File: src/rtl/udp_pkg.sv
// udp_pkg: shared constants, state encoding and byte-pick helper for the UDP transmitter
package udp_pkg;
  localparam logic [15:0] ETH_TYPE = 16'h0800;
  localparam logic [7:0] UDP_TYPE = 8'd17;
  localparam logic [7:0] PREAMBLE_BYTE = 8'h55;
  localparam logic [7:0] SFD_BYTE = 8'hD5;
  localparam logic [15:0] MIN_PAYLOAD = 16'd18;
  localparam logic [15:0] MAX_PAYLOAD = 16'd1472;
  localparam logic [7:0] IP_TTL = 8'd64;
  typedef enum logic [8:0] {
    st_idle       = 9'b000000001,
    st_check_sum  = 9'b000000010,
    st_preamble   = 9'b000000100,
    st_eth_header = 9'b000001000,
    st_ip_header  = 9'b000010000,
    st_udp_header = 9'b000100000,
    st_tx_data    = 9'b001000000,
    st_crc        = 9'b010000000,
    st_ifg        = 9'b100000000
  } state_t;
  // Byte i of a left-aligned 160-bit header image, most significant byte first.
  function automatic logic [7:0] pick(input logic [159:0] v, input logic [4:0] i);
    return 8'(v >> (8'd152 - {i, 3'd0}));
  endfunction
endpackage

File: src/rtl/udp_tx_crc32_d8.sv
// crc32_d8: byte-wide reflected Ethernet CRC32 register
module crc32_d8 (
  input  logic        clk,
  input  logic        rst_n,
  input  logic [7:0]  data,
  input  logic        crc_en,
  input  logic        crc_clr,
  output logic [31:0] crc_data
);
  logic [31:0] crc_n;
  // Advance the CRC by eight data bits, LSB first.
  always_comb begin
    crc_n = crc_data;
    for (int i = 0; i < 8; i++)
      crc_n = (crc_n >> 1) ^ ((crc_n[0] ^ data[i]) ? 32'hEDB88320 : 32'h0);
  end
  // Hold, clear to all-ones, or absorb one byte.
  always_ff @(posedge clk or negedge rst_n)
    if (!rst_n) crc_data <= '1;
    else crc_data <= crc_clr ? '1 : crc_en ? crc_n : crc_data;
endmodule

File: src/rtl/udp_tx.sv
// udp_tx: GMII UDP/IPv4 frame transmitter with IP checksum and Ethernet FCS
module udp_tx
  import udp_pkg::*;
#(
  parameter logic [47:0] BOARD_MAC  = 48'h00_11_22_33_44_55,
  parameter logic [31:0] BOARD_IP   = {8'd192, 8'd168, 8'd0, 8'd2},
  parameter logic [15:0] BOARD_PORT = 16'd1234,
  parameter logic [15:0] DES_PORT   = 16'd1234,
  parameter int          IFG_CYCLES = 12
) (
  input  logic        clk,
  input  logic        rst_n,
  input  logic        tx_start_en,
  input  logic [15:0] tx_byte_num,
  input  logic [47:0] des_mac,
  input  logic [31:0] des_ip,
  input  logic [7:0]  tx_data,
  output logic        tx_req,
  output logic        tx_done,
  output logic        gmii_tx_en,
  output logic [7:0]  gmii_txd
);
  state_t state, state_n;
  logic [15:0] cnt, cnt_n, span, len, ident, csum, data_len, total_len, udp_len;
  logic [47:0] mac;
  logic [31:0] ip, sum, sum_full, crc;
  logic [159:0] eth_v, ip_v, udp_v;
  logic [7:0] byte_c, crc_b;
  logic last, start_ok, en_c, req_c, done_c, crc_en;

  assign start_ok  = tx_start_en && tx_byte_num != 16'd0 && tx_byte_num <= MAX_PAYLOAD;
  assign data_len  = len < MIN_PAYLOAD ? MIN_PAYLOAD : len;
  assign total_len = len + 16'd28;
  assign udp_len   = len + 16'd8;
  assign eth_v     = {mac, BOARD_MAC, ETH_TYPE, 48'd0};
  assign ip_v      = {8'h45, 8'h00, total_len, ident, 16'h4000, IP_TTL, UDP_TYPE, csum, BOARD_IP, ip};
  assign udp_v     = {BOARD_PORT, DES_PORT, udp_len, 16'h0000, 96'd0};
  assign sum_full  = 32'h4500 + {16'd0, total_len} + {16'd0, ident} + 32'h4000 + {16'd0, IP_TTL, UDP_TYPE}
                   + {16'd0, BOARD_IP[31:16]} + {16'd0, BOARD_IP[15:0]} + {16'd0, ip[31:16]} + {16'd0, ip[15:0]};
  assign crc_b     = cnt[1:0] == 2'd0 ? crc[7:0] : cnt[1:0] == 2'd1 ? crc[15:8] : cnt[1:0] == 2'd2 ? crc[23:16] : crc[31:24];
  assign crc_en    = state == st_eth_header || state == st_ip_header || state == st_udp_header || state == st_tx_data;
  assign en_c      = state == st_preamble || crc_en || state == st_crc;
  assign done_c    = state == st_ifg && cnt == 16'd0;
  // FIFO read leads the wire by two cycles, so requests start at the last two UDP header bytes.
  assign req_c     = (state == st_udp_header && (cnt == 16'd6 || (cnt == 16'd7 && len >= 16'd2)))
                  || (state == st_tx_data && ({1'b0, cnt} + 17'd2 < {1'b0, len}));

  crc32_d8 u_crc (
    .clk(clk), .rst_n(rst_n), .data(byte_c), .crc_en(crc_en),
    .crc_clr(state == st_preamble), .crc_data(crc)
  );

  // Each state lasts span cycles and then steps to the next one-hot state.
  always_comb begin
    span = state == st_check_sum ? 16'd3 : state == st_preamble ? 16'd8 : state == st_eth_header ? 16'd14 :
           state == st_ip_header ? 16'd20 : state == st_udp_header ? 16'd8 : state == st_tx_data ? data_len :
           state == st_crc ? 16'd4 : state == st_ifg ? 16'(IFG_CYCLES) : 16'd1;
    last = cnt == span - 16'd1;
    state_n = state == st_idle ? (start_ok ? st_check_sum : st_idle) : !last ? state :
              state == st_ifg ? st_idle : state_t'(state << 1);
    cnt_n = (state == st_idle || last) ? 16'd0 : cnt + 16'd1;
  end

  // Byte to put on the wire next cycle.
  always_comb begin
    byte_c = state == st_preamble ? (cnt == 16'd7 ? SFD_BYTE : PREAMBLE_BYTE) :
             state == st_eth_header ? pick(eth_v, cnt[4:0]) :
             state == st_ip_header ? pick(ip_v, cnt[4:0]) :
             state == st_udp_header ? pick(udp_v, cnt[4:0]) :
             state == st_tx_data ? (cnt < len ? tx_data : 8'd0) :
             state == st_crc ? ~crc_b : 8'd0;
  end

  // Control state, latched request fields, three-step checksum and IP ident.
  always_ff @(posedge clk or negedge rst_n)
    if (!rst_n) begin
      state <= st_idle;
      cnt   <= '0;
      len   <= '0;
      mac   <= '0;
      ip    <= '0;
      sum   <= '0;
      csum  <= '0;
      ident <= '0;
    end else begin
      state <= state_n;
      cnt   <= cnt_n;
      if (state == st_idle && start_ok) begin
        len <= tx_byte_num;
        mac <= des_mac;
        ip  <= des_ip;
      end
      if (state == st_check_sum) sum <= cnt == 16'd0 ? sum_full : {16'd0, sum[31:16]} + {16'd0, sum[15:0]};
      if (state == st_check_sum && cnt == 16'd2) csum <= ~(sum[31:16] + sum[15:0]);
      if (done_c) ident <= ident + 16'd1;
    end

  // Registered GMII and FIFO-side outputs.
  always_ff @(posedge clk or negedge rst_n)
    if (!rst_n) begin
      gmii_tx_en <= 1'b0;
      gmii_txd   <= '0;
      tx_req     <= 1'b0;
      tx_done    <= 1'b0;
    end else begin
      gmii_tx_en <= en_c;
      gmii_txd   <= byte_c;
      tx_req     <= req_c;
      tx_done    <= done_c;
    end
endmodule
File: config.mk
export PLATFORM = sky130hd
export DESIGN_NAME = udp_tx
export DESIGN_NICKNAME = d
export VERILOG_FILES = /design/src/rtl/udp_pkg.sv /design/src/rtl/udp_tx_crc32_d8.sv /design/src/rtl/udp_tx.sv
export SDC_FILE = /design/constraint.sdc
export NUM_CORES = 1
export LEC_CHECK = 0
export ABC_AREA = 1
export BUFFER_PORTS_ARGS = -buffer_cell sky130_fd_sc_hd__buf_2
export CAP_MARGIN = 40
export CORE_UTILIZATION = 44
export CTS_BUF_LIST = sky130_fd_sc_hd__clkbuf_4
export DETAILED_ROUTE_END_ITERATION = 8
export HOLD_SLACK_MARGIN = 0.03
export MAX_ROUTING_LAYER = met4
export PLACE_DENSITY_LB_ADDON = 0.15
export SLEW_MARGIN = 25
export SYNTH_ARGS = -nofsm -noshare
export SYNTH_HDL_FRONTEND = slang
export SYNTH_SLANG_ARGS = --single-unit
File: constraint.sdc
create_clock -name clk -period 9.3 [get_ports clk]
set_input_delay 0.465 -clock clk [delete_from_list [all_inputs] [get_ports clk]]
set_output_delay 0.465 -clock clk [all_outputs]
set_load 0.005 [all_outputs]
After elaboration in Yosys (flattened, before gate mapping)
Cells that the tools add are included.
{ "word_totals": {"regBits": 228, "input_bits": 107, "output_inout_bits": 11, "word_cells": 128} }
{ "classes": {"n_addsub": 17, "magnitude_cmp": 5, "eq_ne": 15, "n_shift": 3, "n_mux": 36, "bitwise_logic": 18, "reduce_logical": 21} }
{ "op_table": {"columns": ["op", "count"], "rows": [
  ["32-bit 2-to-1 mux", 10],
  ["31-bit by 32-bit XOR with 32-bit output", 8],
  ["160-bit by 8-bit right shift with 8-bit output", 1],
  ["159-bit by 8-bit right shift with 8-bit output", 1],
  ["155-bit by 8-bit right shift with 8-bit output", 1],
  ["16-bit 2-to-1 mux", 8],
  ["8-bit 2-to-1 mux", 11],
  ["16-bit by 1-bit adder with 16-bit output (second input constant)", 2],
  ["16-bit by 3-bit == test with 1-bit output (second input constant)", 2],
  ["9-bit 2-to-1 mux", 3],
  ["23-bit by 16-bit adder with 24-bit output", 1],
  ["24-bit 2-to-1 mux", 1],
  ["22-bit by 16-bit adder with 23-bit output", 1],
  ["21-bit by 2-bit adder with 22-bit output (second input constant)", 1],
  ["20-bit by 16-bit adder with 21-bit output (second input constant)", 1],
  ["19-bit by 15-bit adder with 20-bit output (second input constant)", 1],
  ["18-bit by 15-bit adder with 19-bit output (second input constant)", 1],
  ["17-bit by 16-bit adder with 18-bit output", 1],
  ["15-bit by 16-bit adder with 17-bit output (first input constant)", 1],
  ["16-bit by 16-bit adder with 17-bit output", 1],
  ["16-bit by 2-bit adder with 17-bit output (second input constant)", 1],
  ["17-bit by 16-bit < comparator with 1-bit output", 1],
  ["16-bit adder", 1],
  ["16-bit by 4-bit adder with 16-bit output (second input constant)", 1],
  ["31 further kinds", 54]
]} }

Longest topological paths before layout
{ "depth": {"depth_word": 37, "depth_mapped": 28} }

Cells and area by module
From an unflattened synthesis, not the netlist that was laid out.
{ "unflattened": {"cells_unflattened": 2042, "hier_area_um2": 16305.6} }
{ "modules_own_cells": {"columns": ["mod", "instances", "cells_each", "area_per_inst_um2", "seq_area_each_um2"], "rows": [
  ["udp_tx", 1, 1733, 13840.8, 4580.6],
  ["crc32_d8", 1, 309, 2464.9, 840.8]
]} }

Worst setup path before layout
No wires, ideal clock.
{ "synth_timing": {"path_kind": "register -> register", "from": "register len[2]", "to": "register sum[15]", "setup_ns": 0.120, "arrival_time_ns": 4.244, "t_required_ns": 9.180, "slack_ns": 4.936, "stages_incl_launch_ff": 26, "n_path_buf": 0, "path_cell_list": "dfrtp_1 -> inv_1 -> ha_1 -> or2_2 -> nand2_1 -> inv_1 -> ha_1 -> inv_1 -> fa_1 -> fa_1 -> ha_1 -> nand2_1 -> o21ai_0 -> nand3_1 -> nand2_1 -> nand3_1 -> nand2_1 -> nand3_1 -> nand2_1 -> a21oi_1 -> o21ai_0 -> nand3_1 -> nand2_1 -> xor2_1 -> o21ai_0 -> inv_1"} }
{ "synth_via": {"elab_chain_len": 10} }
{ "synth_rtl": {"columns": ["item", "line_no", "source"], "rows": [
  ["start, declared", "udp_tx.sv:24", "logic [15:0] cnt, cnt_n, span, len, ident, csum, data_len, total_len, udp_len;"],
  ["start signal, assigned", "udp_tx.sv:89", "len <= tx_byte_num;"],
  ["16-bit by 5-bit adder with 16-bit output", "udp_tx.sv:33", "assign total_len = len + 16'd28;"],
  ["15-bit by 16-bit adder with 17-bit output", "udp_tx.sv:38", "assign sum_full = 32'h4500 + {16'd0, total_len} + {16'd0, ident} + 32'h4000 + {16'd0, IP_TTL, UDP_TYPE}"],
  ["17-bit by 16-bit adder with 18-bit output", "udp_tx.sv:38", null],
  ["18-bit by 15-bit adder with 19-bit output", "udp_tx.sv:38", null],
  ["19-bit by 15-bit adder with 20-bit output", "udp_tx.sv:38", null],
  ["20-bit by 16-bit adder with 21-bit output", "udp_tx.sv:39", "+ {16'd0, BOARD_IP[31:16]} + {16'd0, BOARD_IP[15:0]} + {16'd0, ip[31:16]} + {16'd0, ip[15:0]};"],
  ["21-bit by 2-bit adder with 22-bit output", "udp_tx.sv:39", null],
  ["22-bit by 16-bit adder with 23-bit output", "udp_tx.sv:39", null],
  ["23-bit by 16-bit adder with 24-bit output", "udp_tx.sv:39", null],
  ["24-bit 2-to-1 mux", "udp_tx.sv:93", "if (state == st_check_sum) sum <= cnt == 16'd0 ? sum_full : {16'd0, sum[31:16]} + {16'd0, sum[15:0]};"],
  ["end signal, assigned", "udp_tx.sv:93", null],
  ["end, declared", "udp_tx.sv:26", "logic [31:0] ip, sum, sum_full, crc;"]
]} }
Every way passes these cells.
A chain may end at the register's enable or synchronous reset.

Worst setup path in the final report
Ends and elaborated chain as after synthesis.

==> flow_summary.json <==
{
  "grt_pass1_wl_um": 89850,
  "worstSetupPathType": "reg -> reg",
  "clock_latency_ns": 0.78,
  "cp_top_family": "adder cells",
  "die_w_um": 196.1,
  "netlist_area_um2": 16580,
  "startpoint_type": "flip-flop",
  "nFillCells": 3622,
  "initial_utilization": 0.4498,
  "tritoncts": "built",
  "dp_hpwl_um": 43390,
  "syn_inst": 2196,
  "path_buf_inv": 4,
  "drive_gt1_frac": 0.1780,
  "synth_top_area_cell": "dfrtp_1",
  "clkTransAtPathRegs_ns": 0.07,
  "synthTopCellsByArea": "dfrtp_1 (27%), nand2_1 (13%), ha_1 (6.3%), mux2_2 (6.3%), inv_1 (6.2%)",
  "grt_pass1_vias": 15771,
  "wl_met2_um": 26540,
  "slowest_delay_ns": 0.57,
  "core_area_um2": 36870,
  "layoutNonFillerInstCount": 2983,
  "synth_ff_type": "dfrtp_1",
  "synth_top_area_frac": 0.2746,
  "numClockSinks": 215,
  "required_ns": 9.94,
  "via_per_inst": 5.360,
  "postCtsSetupRepairBufs": 0,
  "rsz0062_at_grt": "no",
  "io_pins": 118,
  "routedWlPerCell_um": 19.30,
  "totalWireLength_um": 57560,
  "antenna_found_initial": 2,
  "cts_root_buf": "clkbuf_4",
  "synth-seq-cells": 215,
  "worstMarginPinSlew_ns": 0.8718,
  "ant_nets": 0,
  "synth_nets": 2419,
  "drv_slew": 0,
  "num_rows": 70,
  "place_ws_ns": 4.232,
  "finalWeightedCongestion": 0.9498,
  "portBuffers": 117,
  "ir_drop_mv": 0.1746,
  "finalNetCount": 2657,
  "fin_tns_setup_ns": 0,
  "cap_viol_max_count": 0,
  "p_seq_frac": 0.222,
  "slew_headroom": 0.4143,
  "p_leak_nw": 10.22,
  "first_iter_violations": 1383,
  "worst-path-stages": 25,
  "setup_violations": 0,
  "hp-class": "in -> async",
  "avgSynthCellArea_um2": 7.552,
  "period_needed_ns": 5.148,
  "dp_cells": 2776,
  "cp-end-kind": "flip-flop",
  "cts_buffers": 67,
  "num_vias": 15990,
  "grt_remaining_overflow": 0,
  "top_layer": "met4",
  "route.met3.wl_um": 3023,
  "synth_edf_count": 0,
  "run_status": "finished clean",
  "finalCritPeriodShare": 0.5536,
  "stdcell_area_um2": 19440,
  "slowest_stage": "dfrtp_1",
  "grt_max_degree": 79,
  "skew_ns": 0.05509,
  "ys.warnings.count": 0,
  "hold_violations": 0,
  "areaGrowthSynthToFinish_pct": 17.25,
  "comb_power_share": 0.628,
  "cts_max_level": 3,
  "critPathArrivalTime_ns": 5.79,
  "wl_met1_um": 25720,
  "synthArstFlopShare": 1.000,
  "clockBufferDepth": 3,
  "yosysUniqueCellTypes": 60,
  "p_switching_mw": 3.314,
  "reg2reg_depth": 25,
  "power.density_nw_per_um2": 317.2,
  "track_usage": 0.3148,
  "p_int_mw": 2.853,
  "setup_ws_ns": 4.152,
  "switching_share": 0.5374,
  "die-area_um2": 38470,
  "drt_first_pass_iters": 6,
  "fmax_ghz": 0.1942,
  "synth.yosys.seq_area_share": 0.3269,
  "path_max_fanout": 8,
  "dieHeight_um": 196.1,
  "cpMostUsedCell": "nand2_1",
  "placed_area_um2": 17720,
  "drc": 0,
  "clkPwrFrac": 0.149
}
cell families after synthesis:
group	Yosys count	share of synthesized area
compound gates	275	0.09453
xor+xnor	94	0.05092
fa+ha+maj	116	0.1020
buf+inv	359	0.08616
flops	215	0.3269
mux	94	0.06375
simple gates	1043	0.2757
final timing paths:
kind,from,slack [ns],end
max reg2reg,len[2]$_DFFE_PN0P_,4.15,sum[15]$_DFFE_PN0P_
min in group clk,tx_data[5],0.29,gmii_txd[5]$_DFF_PN0_
min reg2reg,u_crc.crc_data[24]$_DFFE_PN1P_,0.47,u_crc.crc_data[24]$_DFFE_PN1P_
min,rst_n,0.28,sum[17]$_DFFE_PN0P_
max,len[2]$_DFFE_PN0P_,4.15,sum[15]$_DFFE_PN0P_
max in group asynchronous,rst_n,7.12,u_crc.crc_data[16]$_DFFE_PN1P_
synth_stat cells (2+ instances only):
library cell / instances
o41ai_1: 2
o221ai_1: 5
nor2_2: 14
nand3b_1: 7
dfstp_2: 33
a21oi_1: 90
inv_1: 273
nor3_1: 30
fa_1: 32
a31oi_1: 8
o22ai_1: 17
nand4_1: 35
nor2_1: 145
nand2_1: 579
buf_4: 10
nand3_1: 186
or2_2: 4
dfrtp_1: 182
inv_2: 19
o31ai_1: 3
o21a_1: 2
xnor2_1: 7
clkbuf_1: 30
a221oi_1: 4
o211ai_1: 10
a21o_1: 3
nor4_1: 5
nand2_4: 5
nand2_2: 11
clkinv_1: 7
buf_1: 3
nand3_2: 7
nor2_4: 7
nor3_2: 3
a32o_1: 2
o21ai_1: 11
o21bai_1: 3
xor2_1: 85
ha_1: 84
a22oi_1: 9
o21ai_0: 98
mux2_2: 93
buf_2: 14
a211oi_1: 3
per-layer routing:
metal  GRT usage  vias to the layer above
met5           -                        -
met1      0.4124                     7654
li1            -                     7664
met4      0.1317                        0
met2      0.4877                      541
met3     0.04556                      131
registers in the layout, indices dropped and copies added, names as in the netlist:
signal	cells
csum	16
gmii_tx_en	1
u_crc.crc_data	32
len	16
tx_req	1
sum	19
tx_done	1
cnt	16
ip	32
state	9
gmii_txd	8
ident	16
mac	48
metrics by stage:
| step | hold WS [ns] | total power, mW | util |
|---|---|---|---|
| 6_report | 0.2816 | 6.167 | 0.5274 |
| 5_1_grt | 0.2853 | 6.715 | 0.5274 |
| 4_1_cts | 0.2274 | 6.136 | 0.5271 |
| 3_5_place_dp | 0.4659 | 5.151 | 0.4807 |
| 3_3_place_gp | 0.4554 | 5.110 | 0.4780 |
| 2_1_floorplan | 0.1694 | 4.072 | - |
repair_timing:
item / CTS / global route
endpoints found under the hold margin: 153 / 0
resized for setup: 0 / 0
hold buffers: 92 / 0
cell type report:
class	count	area, um^2	share of cell area
clock buffer	91	683.2	0.03513
tap	504	630.6	0.03243
inverter	300	1129	0.05804
antenna	2	5.005	0.0002574
multi-input combinational	1622	9744	0.5011
sequential	215	5421	0.2788
clock inverter	21	107.6	0.005534
timing repair buffer	228	1724	0.08867
power groups by stage:
stage / clock network, mW / logic [mW] / registers (mW)
4_1_cts: 0.950 / 3.82 / 1.37
3_3_place_gp: 0 / 3.73 / 1.38
2_1_floorplan: 0 / 2.75 / 1.32
5_1_grt: 0.997 / 4.32 / 1.39
6_report: 0.921 / 3.88 / 1.37
3_5_place_dp: 0 / 3.77 / 1.38
cell usage in the layout, fill, tap and decap left out, types with 4 or more instances in the layout:
| cell | instances |
|---|---|
| a21oi_1 | 90 |
| a221oi_1 | 4 |
| a22oi_1 | 9 |
| a31oi_1 | 8 |
| buf_2 | 117 |
| buf_4 | 14 |
| clkbuf_4 | 91 |
| clkinv_1 | 19 |
| dfrtp_1 | 182 |
| dfstp_2 | 33 |
| dlygate4sd3_1 | 92 |
| fa_1 | 32 |
| ha_1 | 84 |
| inv_1 | 273 |
| inv_2 | 20 |
| mux2_2 | 93 |
| nand2_1 | 578 |
| nand2_2 | 11 |
| nand2_4 | 6 |
| nand3_1 | 186 |
| nand3_2 | 7 |
| nand3b_1 | 7 |
| nand4_1 | 35 |
| nor2_1 | 144 |
| nor2_2 | 15 |
| nor2_4 | 7 |
| nor3_1 | 30 |
| nor4_1 | 5 |
| o211ai_1 | 10 |
| o21ai_0 | 98 |
| o21ai_1 | 11 |
| o221ai_1 | 5 |
| o22ai_1 | 17 |
| or2_2 | 4 |
| xnor2_1 | 7 |
| xor2_1 | 85 |
Power figures use the tool's default switching activity.
